<file path="src/rtl/galetron_mem_pkg.sv">
// -----------------------------------------------------------------------------
// galetron_mem_pkg
// Shared constants, types and helpers for the data-memory access path.
//   DATA_WIDTH       : width of one RAM word
//   ADDR_WIDTH       : width of a word address
//   MEM_WORDS        : number of implemented RAM words (0..MEM_WORDS-1 valid)
//   SB_DEPTH_DEFAULT : default store-buffer depth (power of 2, >= 2)
//   sb_entry_t       : one buffered store {addr, data}
//   port_grant_e     : who owns the RAM port in the current cycle
//   addr_in_range()  : 1 when an address maps onto an implemented RAM word
// -----------------------------------------------------------------------------
package galetron_mem_pkg;

  localparam int DATA_WIDTH       = 32;
  localparam int ADDR_WIDTH       = 10;
  localparam int MEM_WORDS        = 258;
  localparam int SB_DEPTH_DEFAULT = 4;

  typedef struct packed {
    logic [ADDR_WIDTH-1:0] addr;
    logic [DATA_WIDTH-1:0] data;
  } sb_entry_t;

  typedef enum logic [1:0] {
    PORT_IDLE  = 2'd0,
    PORT_LOAD  = 2'd1,
    PORT_DRAIN = 2'd2
  } port_grant_e;

  // One extra bit so the limit itself is representable even when
  // MEM_WORDS == 2**ADDR_WIDTH.
  localparam logic [ADDR_WIDTH:0] MEM_WORDS_EXT = (ADDR_WIDTH + 1)'(MEM_WORDS);

  function automatic logic addr_in_range(input logic [ADDR_WIDTH-1:0] addr);
    return ({1'b0, addr} < MEM_WORDS_EXT);
  endfunction

endpackage

</file>
<file path="src/rtl/store_buffer_fifo.sv">
// -----------------------------------------------------------------------------
// store_buffer_fifo
// In-order circular store buffer with a youngest-match lookup port.
// Ports:
//   clock        in   system clock
//   reset        in   synchronous active-low reset (clears pointers/count)
//   push         in   append push_entry at the tail
//   push_entry   in   store to append
//   pop          in   retire the head entry (caller guarantees non-empty)
//   head_entry   out  oldest buffered store
//   count        out  number of valid entries, 0..DEPTH
//   lookup_addr  in   address to search for
//   lookup_hit   out  1 when any valid entry holds lookup_addr
//   lookup_data  out  data of the youngest matching entry
// -----------------------------------------------------------------------------
module store_buffer_fifo
  import galetron_mem_pkg::*;
#(
  parameter int DEPTH = SB_DEPTH_DEFAULT
) (
  input  logic                    clock,
  input  logic                    reset,
  input  logic                    push,
  input  sb_entry_t               push_entry,
  input  logic                    pop,
  output sb_entry_t               head_entry,
  output logic [$clog2(DEPTH):0]  count,
  input  logic [ADDR_WIDTH-1:0]   lookup_addr,
  output logic                    lookup_hit,
  output logic [DATA_WIDTH-1:0]   lookup_data
);

  localparam int PTR_W = $clog2(DEPTH);
  localparam int CNT_W = PTR_W + 1;

  sb_entry_t         entries [DEPTH];
  logic [PTR_W-1:0]  head_ptr;
  logic [PTR_W-1:0]  tail_ptr;
  logic [CNT_W-1:0]  count_q;
  logic [PTR_W-1:0]  scan_idx;

  assign count      = count_q;
  assign head_entry = entries[head_ptr];

  // Pointers wrap naturally because DEPTH is a power of two. A push and a
  // pop in the same cycle move both pointers and leave the count alone.
  always_ff @(posedge clock) begin
    if (!reset) begin
      head_ptr <= '0;
      tail_ptr <= '0;
      count_q  <= '0;
    end else begin
      if (push) tail_ptr <= tail_ptr + 1'b1;
      if (pop)  head_ptr <= head_ptr + 1'b1;
      case ({push, pop})
        2'b10:   count_q <= count_q + 1'b1;
        2'b01:   count_q <= count_q - 1'b1;
        default: count_q <= count_q;
      endcase
    end
  end

  // Entry storage needs no reset: validity is tracked by the count alone.
  always_ff @(posedge clock) begin
    if (reset && push) begin
      entries[tail_ptr] <= push_entry;
    end
  end

  // Walk from oldest to youngest so the last match seen is the youngest one.
  always_comb begin
    lookup_hit  = 1'b0;
    lookup_data = '0;
    scan_idx    = head_ptr;
    for (int i = 0; i < DEPTH; i++) begin
      scan_idx = head_ptr + PTR_W'(i);
      if ((CNT_W'(i) < count_q) && (entries[scan_idx].addr == lookup_addr)) begin
        lookup_hit  = 1'b1;
        lookup_data = entries[scan_idx].data;
      end
    end
  end

endmodule

</file>
<file path="src/rtl/data_mem_access_unit.sv">
// -----------------------------------------------------------------------------
// data_mem_access_unit
// Load/store front end for the data RAM. Loads own the RAM port when they
// are accepted; otherwise the store buffer drains one entry per cycle.
// Every accepted request gets a registered response one cycle later.
// Ports:
//   clock          in   system clock
//   reset          in   synchronous active-low reset
//   reqValid       in   request present
//   reqReady       out  request can be accepted this cycle
//   reqWrite       in   1 = store, 0 = load
//   reqAddress     in   word address
//   reqData        in   store data
//   respValid      out  response for the request accepted last cycle
//   respData       out  load result (0 for stores and faults)
//   respFault      out  request address was outside the RAM
//   sbEmpty        out  store buffer holds no pending stores
//   ramAddress     out  RAM address
//   ramData        out  RAM write data
//   ramWriteEnable out  RAM write strobe
//   ramReadData    in   RAM combinational read data
// -----------------------------------------------------------------------------
module data_mem_access_unit
  import galetron_mem_pkg::*;
#(
  parameter int SB_DEPTH = SB_DEPTH_DEFAULT
) (
  input  logic                   clock,
  input  logic                   reset,
  input  logic                   reqValid,
  output logic                   reqReady,
  input  logic                   reqWrite,
  input  logic [ADDR_WIDTH-1:0]  reqAddress,
  input  logic [DATA_WIDTH-1:0]  reqData,
  output logic                   respValid,
  output logic [DATA_WIDTH-1:0]  respData,
  output logic                   respFault,
  output logic                   sbEmpty,
  output logic [ADDR_WIDTH-1:0]  ramAddress,
  output logic [DATA_WIDTH-1:0]  ramData,
  output logic                   ramWriteEnable,
  input  logic [DATA_WIDTH-1:0]  ramReadData
);

  localparam int CNT_W = $clog2(SB_DEPTH) + 1;
  localparam logic [CNT_W-1:0] SB_FULL_COUNT = CNT_W'(SB_DEPTH);

  logic                  accept;
  logic                  req_fault;
  logic                  store_push;
  logic                  drain;
  port_grant_e           grant;
  sb_entry_t             push_entry;
  sb_entry_t             head_entry;
  logic [CNT_W-1:0]      sb_count;
  logic                  fwd_hit;
  logic [DATA_WIDTH-1:0] fwd_data;
  logic [DATA_WIDTH-1:0] load_data;

  // Handshake and range check. Ready depends only on buffer occupancy, so
  // a full buffer stalls loads too; it is forced low while reset is held.
  assign req_fault  = !addr_in_range(reqAddress);
  assign reqReady   = reset && (sb_count != SB_FULL_COUNT);
  assign accept     = reqValid && reqReady;
  assign store_push = accept && reqWrite && !req_fault;
  assign push_entry = '{addr: reqAddress, data: reqData};
  assign sbEmpty    = (sb_count == '0);

  // Port arbitration: an accepted in-range load wins, otherwise drain the
  // head entry. A faulting load never touches the port, so it lets a drain
  // through. Nothing drains while reset is asserted.
  always_comb begin
    grant = PORT_IDLE;
    if (accept && !reqWrite && !req_fault) begin
      grant = PORT_LOAD;
    end else if (reset && (sb_count != '0)) begin
      grant = PORT_DRAIN;
    end
  end

  assign drain = (grant == PORT_DRAIN);

  // RAM port drive derived from the grant.
  always_comb begin
    ramAddress     = '0;
    ramData        = '0;
    ramWriteEnable = 1'b0;
    case (grant)
      PORT_LOAD: begin
        ramAddress = reqAddress;
      end
      PORT_DRAIN: begin
        ramAddress     = head_entry.addr;
        ramData        = head_entry.data;
        ramWriteEnable = 1'b1;
      end
      default: begin
        ramAddress     = '0;
        ramData        = '0;
        ramWriteEnable = 1'b0;
      end
    endcase
  end

  // A buffered store to the same address is newer than the RAM contents,
  // and no drain happens in a load cycle, so every entry is searchable.
  assign load_data = fwd_hit ? fwd_data : ramReadData;

  // Response register: one response per accepted request, one cycle later.
  always_ff @(posedge clock) begin
    if (!reset) begin
      respValid <= 1'b0;
      respData  <= '0;
      respFault <= 1'b0;
    end else begin
      respValid <= accept;
      respFault <= accept && req_fault;
      respData  <= (grant == PORT_LOAD) ? load_data : '0;
    end
  end

  store_buffer_fifo #(
    .DEPTH (SB_DEPTH)
  ) u_store_buffer (
    .clock       (clock),
    .reset       (reset),
    .push        (store_push),
    .push_entry  (push_entry),
    .pop         (drain),
    .head_entry  (head_entry),
    .count       (sb_count),
    .lookup_addr (reqAddress),
    .lookup_hit  (fwd_hit),
    .lookup_data (fwd_data)
  );

endmodule

</file>
<file path="config.mk">
export PLATFORM = sky130hd
export DESIGN_NAME = data_mem_access_unit
export DESIGN_NICKNAME = d
export VERILOG_FILES = /design/src/rtl/galetron_mem_pkg.sv /design/src/rtl/store_buffer_fifo.sv /design/src/rtl/data_mem_access_unit.sv
export SDC_FILE = /design/constraint.sdc
export NUM_CORES = 1
export LEC_CHECK = 0
export ABC_AREA = 1
export CORE_MARGIN = 2
export CORE_UTILIZATION = 45
export DETAILED_ROUTE_END_ITERATION = 8
export GPL_TIMING_DRIVEN = 0
export PLACE_DENSITY = 0.66
export SLEW_MARGIN = 20
export SYNTH_ARGS = -nofsm -noshare
export SYNTH_HDL_FRONTEND = slang
export SYNTH_HIERARCHICAL = 1
export SYNTH_SLANG_ARGS = --single-unit
</file>
<file path="constraint.sdc">
create_clock -name clock -period 7.7 [get_ports clock]
set_clock_uncertainty 0.05 [all_clocks]
set_input_delay 0.77 -clock clock [delete_from_list [all_inputs] [get_ports clock]]
set_output_delay 0.77 -clock clock [all_outputs]
set_load 0.005 [all_outputs]
</file>
==> out/summary.txt <==
starting density of the core = 0.454
post-DP HPWL = 35.2 mm
Critical Path AT = 3.42 ns
post-synth top area share = 0.365
Post-synth top cells = 829 x nand2_1, 176 x inv_1, 168 x edfxtp_1, 168 x nand3_1, 140 x o21ai_0
CTS root buf = clkbuf_16
unrepaired setup endpoints after global routing = no
most frequent cell after synthesis = nand2_1
Reg clk slew, reported paths = 0.06 ns
final hold vios = 0
Peak Freq = 236 MHz
predominant post-synthesis flop cell = edfxtp_1
CTS Buf Count = 25
vias in the first global route = 13763
Syn Nets = 2064
Routed WL = 50.0 mm
post-cts resize count = 0
CTS tree = yes
Worst Path Required = 6.88 ns
synthesis-stage register bit count = 211
Layout Nets = 2255
H-tree depth = 1
sequential element share of the synthesized area = 0.427
CP startpoint kind = flop
worst skew pair latency = 0.54 ns
Distinct cells, synth = 36
Tmin final = 4.24 ns
grt ovf = 0
multi-input logic area = 6670 um2
io pins = 157
Slew @ Worst Pin = 0.786 ns
Worst Hold Class = reg -> reg
run status = finished clean
Most Frequent Cell on Critical Path = clkbuf_1
Placement Rows = 64
Gate Count Post-Synth = 1978
Setup crit end kind = primary output
top post-synthesis cells by area = edfxtp_1 36%, nand2_1 23%, dfxtp_1 6.2%
Worst Path Max Fanout = 10
Slew HR = 0.476
Via density = 5.62
1st-iter DRT viols = 1550
drt wl/cell = 19.4 um
final hold slack = 0.507 ns
P&R area growth vs syn = 22.5%
global-route wire length before repair = 75.7 mm
post-route setup TNS = 0 ns
Worst VDD drop = 0.214 mV
Core Area = 30400 um2
Vias = 14511
Synth area leader = edfxtp_1
max-cap check violation count = 0
DIE HEIGHT = 179 um
CTS Buffer Depth = 3
clock sinks = 211
Die W = 179 um
Finish-stage setup viols = 0
largest net degree at the start of global routing = 21
EDFF count, synth = 168
CP top delay family = buffers and inverters
syn_area_per_cell = 6.99 um2
GPL Wtd Cong = 0.936
P_leak = 7.61 nW
1st-pass router iterations = 9
CTS Hold Bufs = 0
CP bufs+invs = 4
power per cell area = 286 nW/um2
Final Max Tran Viols = 0
Antenna Nets Post-Route = 0
Final period util = 0.551
n_diodes = 0
fillcell total = 2938
slowest cell delay on critical path = 0.61 ns
Post-synth ARST share = 0
port bufs = 156
crit path cell chain = clkbuf_1, clkbuf_1, o21ai_0, o22ai_1, inv_1, nor2_1, clkdlybuf4s50_1
Synth Warn # = 6
Register Area = 5910 um2
Post-CTS Setup Bufs = 0
total track usage = 0.308
die area = 32100 um2
Slowest-stage cell, CP = clkbuf_1
layout cells sized above 1 = 0.0686
DRC viols = 0
initial antenna violation count = 0
Mapped Area = 13800 um2
crit path kind = reg -> out
## worst paths after layout
| path | start | endpoint | slack [ns] | cells past startpoint |
|---|---|---|---|---|
| worst max-delay path | flop | ramData[0] | 3.46 | 7 |
| worst min-delay path | u_store_buffer/tail_ptr[1] | u_store_buffer/tail_ptr[1] | 0.51 | 2 |
| worst max register to register | u_store_buffer/head_ptr[1] | respData[14] | 3.62 | 17 |
| worst min register to register | u_store_buffer/tail_ptr[1] | u_store_buffer/tail_ptr[1] | 0.51 | 2 |
## per-layer routing
layer  GRT usage  wire (um)  vias up
li1            -          -     6819
met1       0.411      20200     6644
met4       0.128       2010        0
met3      0.0539       5340      151
met5           0          0        -
met2       0.493      22500      897
## logic make-up after synthesis
family,Yosys count,share of synthesized area
compound gates,294,0.130
buf+inv,301,0.0923
mux,1,0.000724
flops,211,0.427
fa+ha+maj,8,0.00724
xor+xnor,10,0.00634
simple gates,1153,0.336
## tightest hold or removal path, stage by stage, from the launching register on
cell	delay [ns]
dfxtp_1	0.33
inv_1	0.11
a21oi_1	0.08
## layout by cell type, fill, tap and decap left out, types with 17 or more instances in the layout
cell type,instances
inv_1,176
clkbuf_16,25
clkbuf_1,54
nand2_1,829
clkdlybuf4s50_1,156
o21ai_0,140
buf_4,17
o22ai_1,32
nor2_1,131
buf_2,40
a21oi_2,20
a221oi_1,31
dfxtp_1,43
a21oi_1,27
a21o_1,31
nand3_1,168
edfxtp_1,168
## flip-flops by register name (all words and copies together) (netlist names), named ones only
register,cells
u_store_buffer/entries,168
u_store_buffer/tail_ptr,2
respValid,1
u_store_buffer/head_ptr,2
u_store_buffer/count,3
respFault,1
respData,32
## layout make-up
class | count | area share
multi-input cells | 1466 | 0.394
flip-flops and latches | 211 | 0.349
repair buffers | 164 | 0.103
inverters | 180 | 0.0401
clock buffers | 27 | 0.0374
plain buffers | 121 | 0.0353
well taps | 396 | 0.0293
clock inverters | 18 | 0.0116
## where the power goes
| part | internal (mW) | switching (mW) | total (mW) |
|---|---|---|---|
| Sequential | 1.25 | 0.0195 | 1.26 |
| Combinational | 0.716 | 1.65 | 2.37 |
| Clock | 0.725 | 0.484 | 1.21 |
| Total | 2.69 | 2.15 | 4.84 |
## stage by stage
| step | setup slack, ns | cells | utilization | instance area, um2 | power, mW |
|---|---|---|---|---|---|
| after floorplan | 3.73 | 1978 | - | 13800 | 2.74 |
| after global placement | 0.761 | 2530 | 0.522 | 15900 | 3.54 |
| after detailed placement | 3.34 | 2538 | 0.529 | 16100 | 3.57 |
| after CTS | 3.44 | 2583 | 0.556 | 16900 | 4.78 |
| after global routing | 3.27 | 2583 | 0.556 | 16900 | 5.09 |
| final | 3.46 | 2583 | 0.556 | 16900 | 4.84 |
No activity file was read; power rests on OpenSTA's default activity.
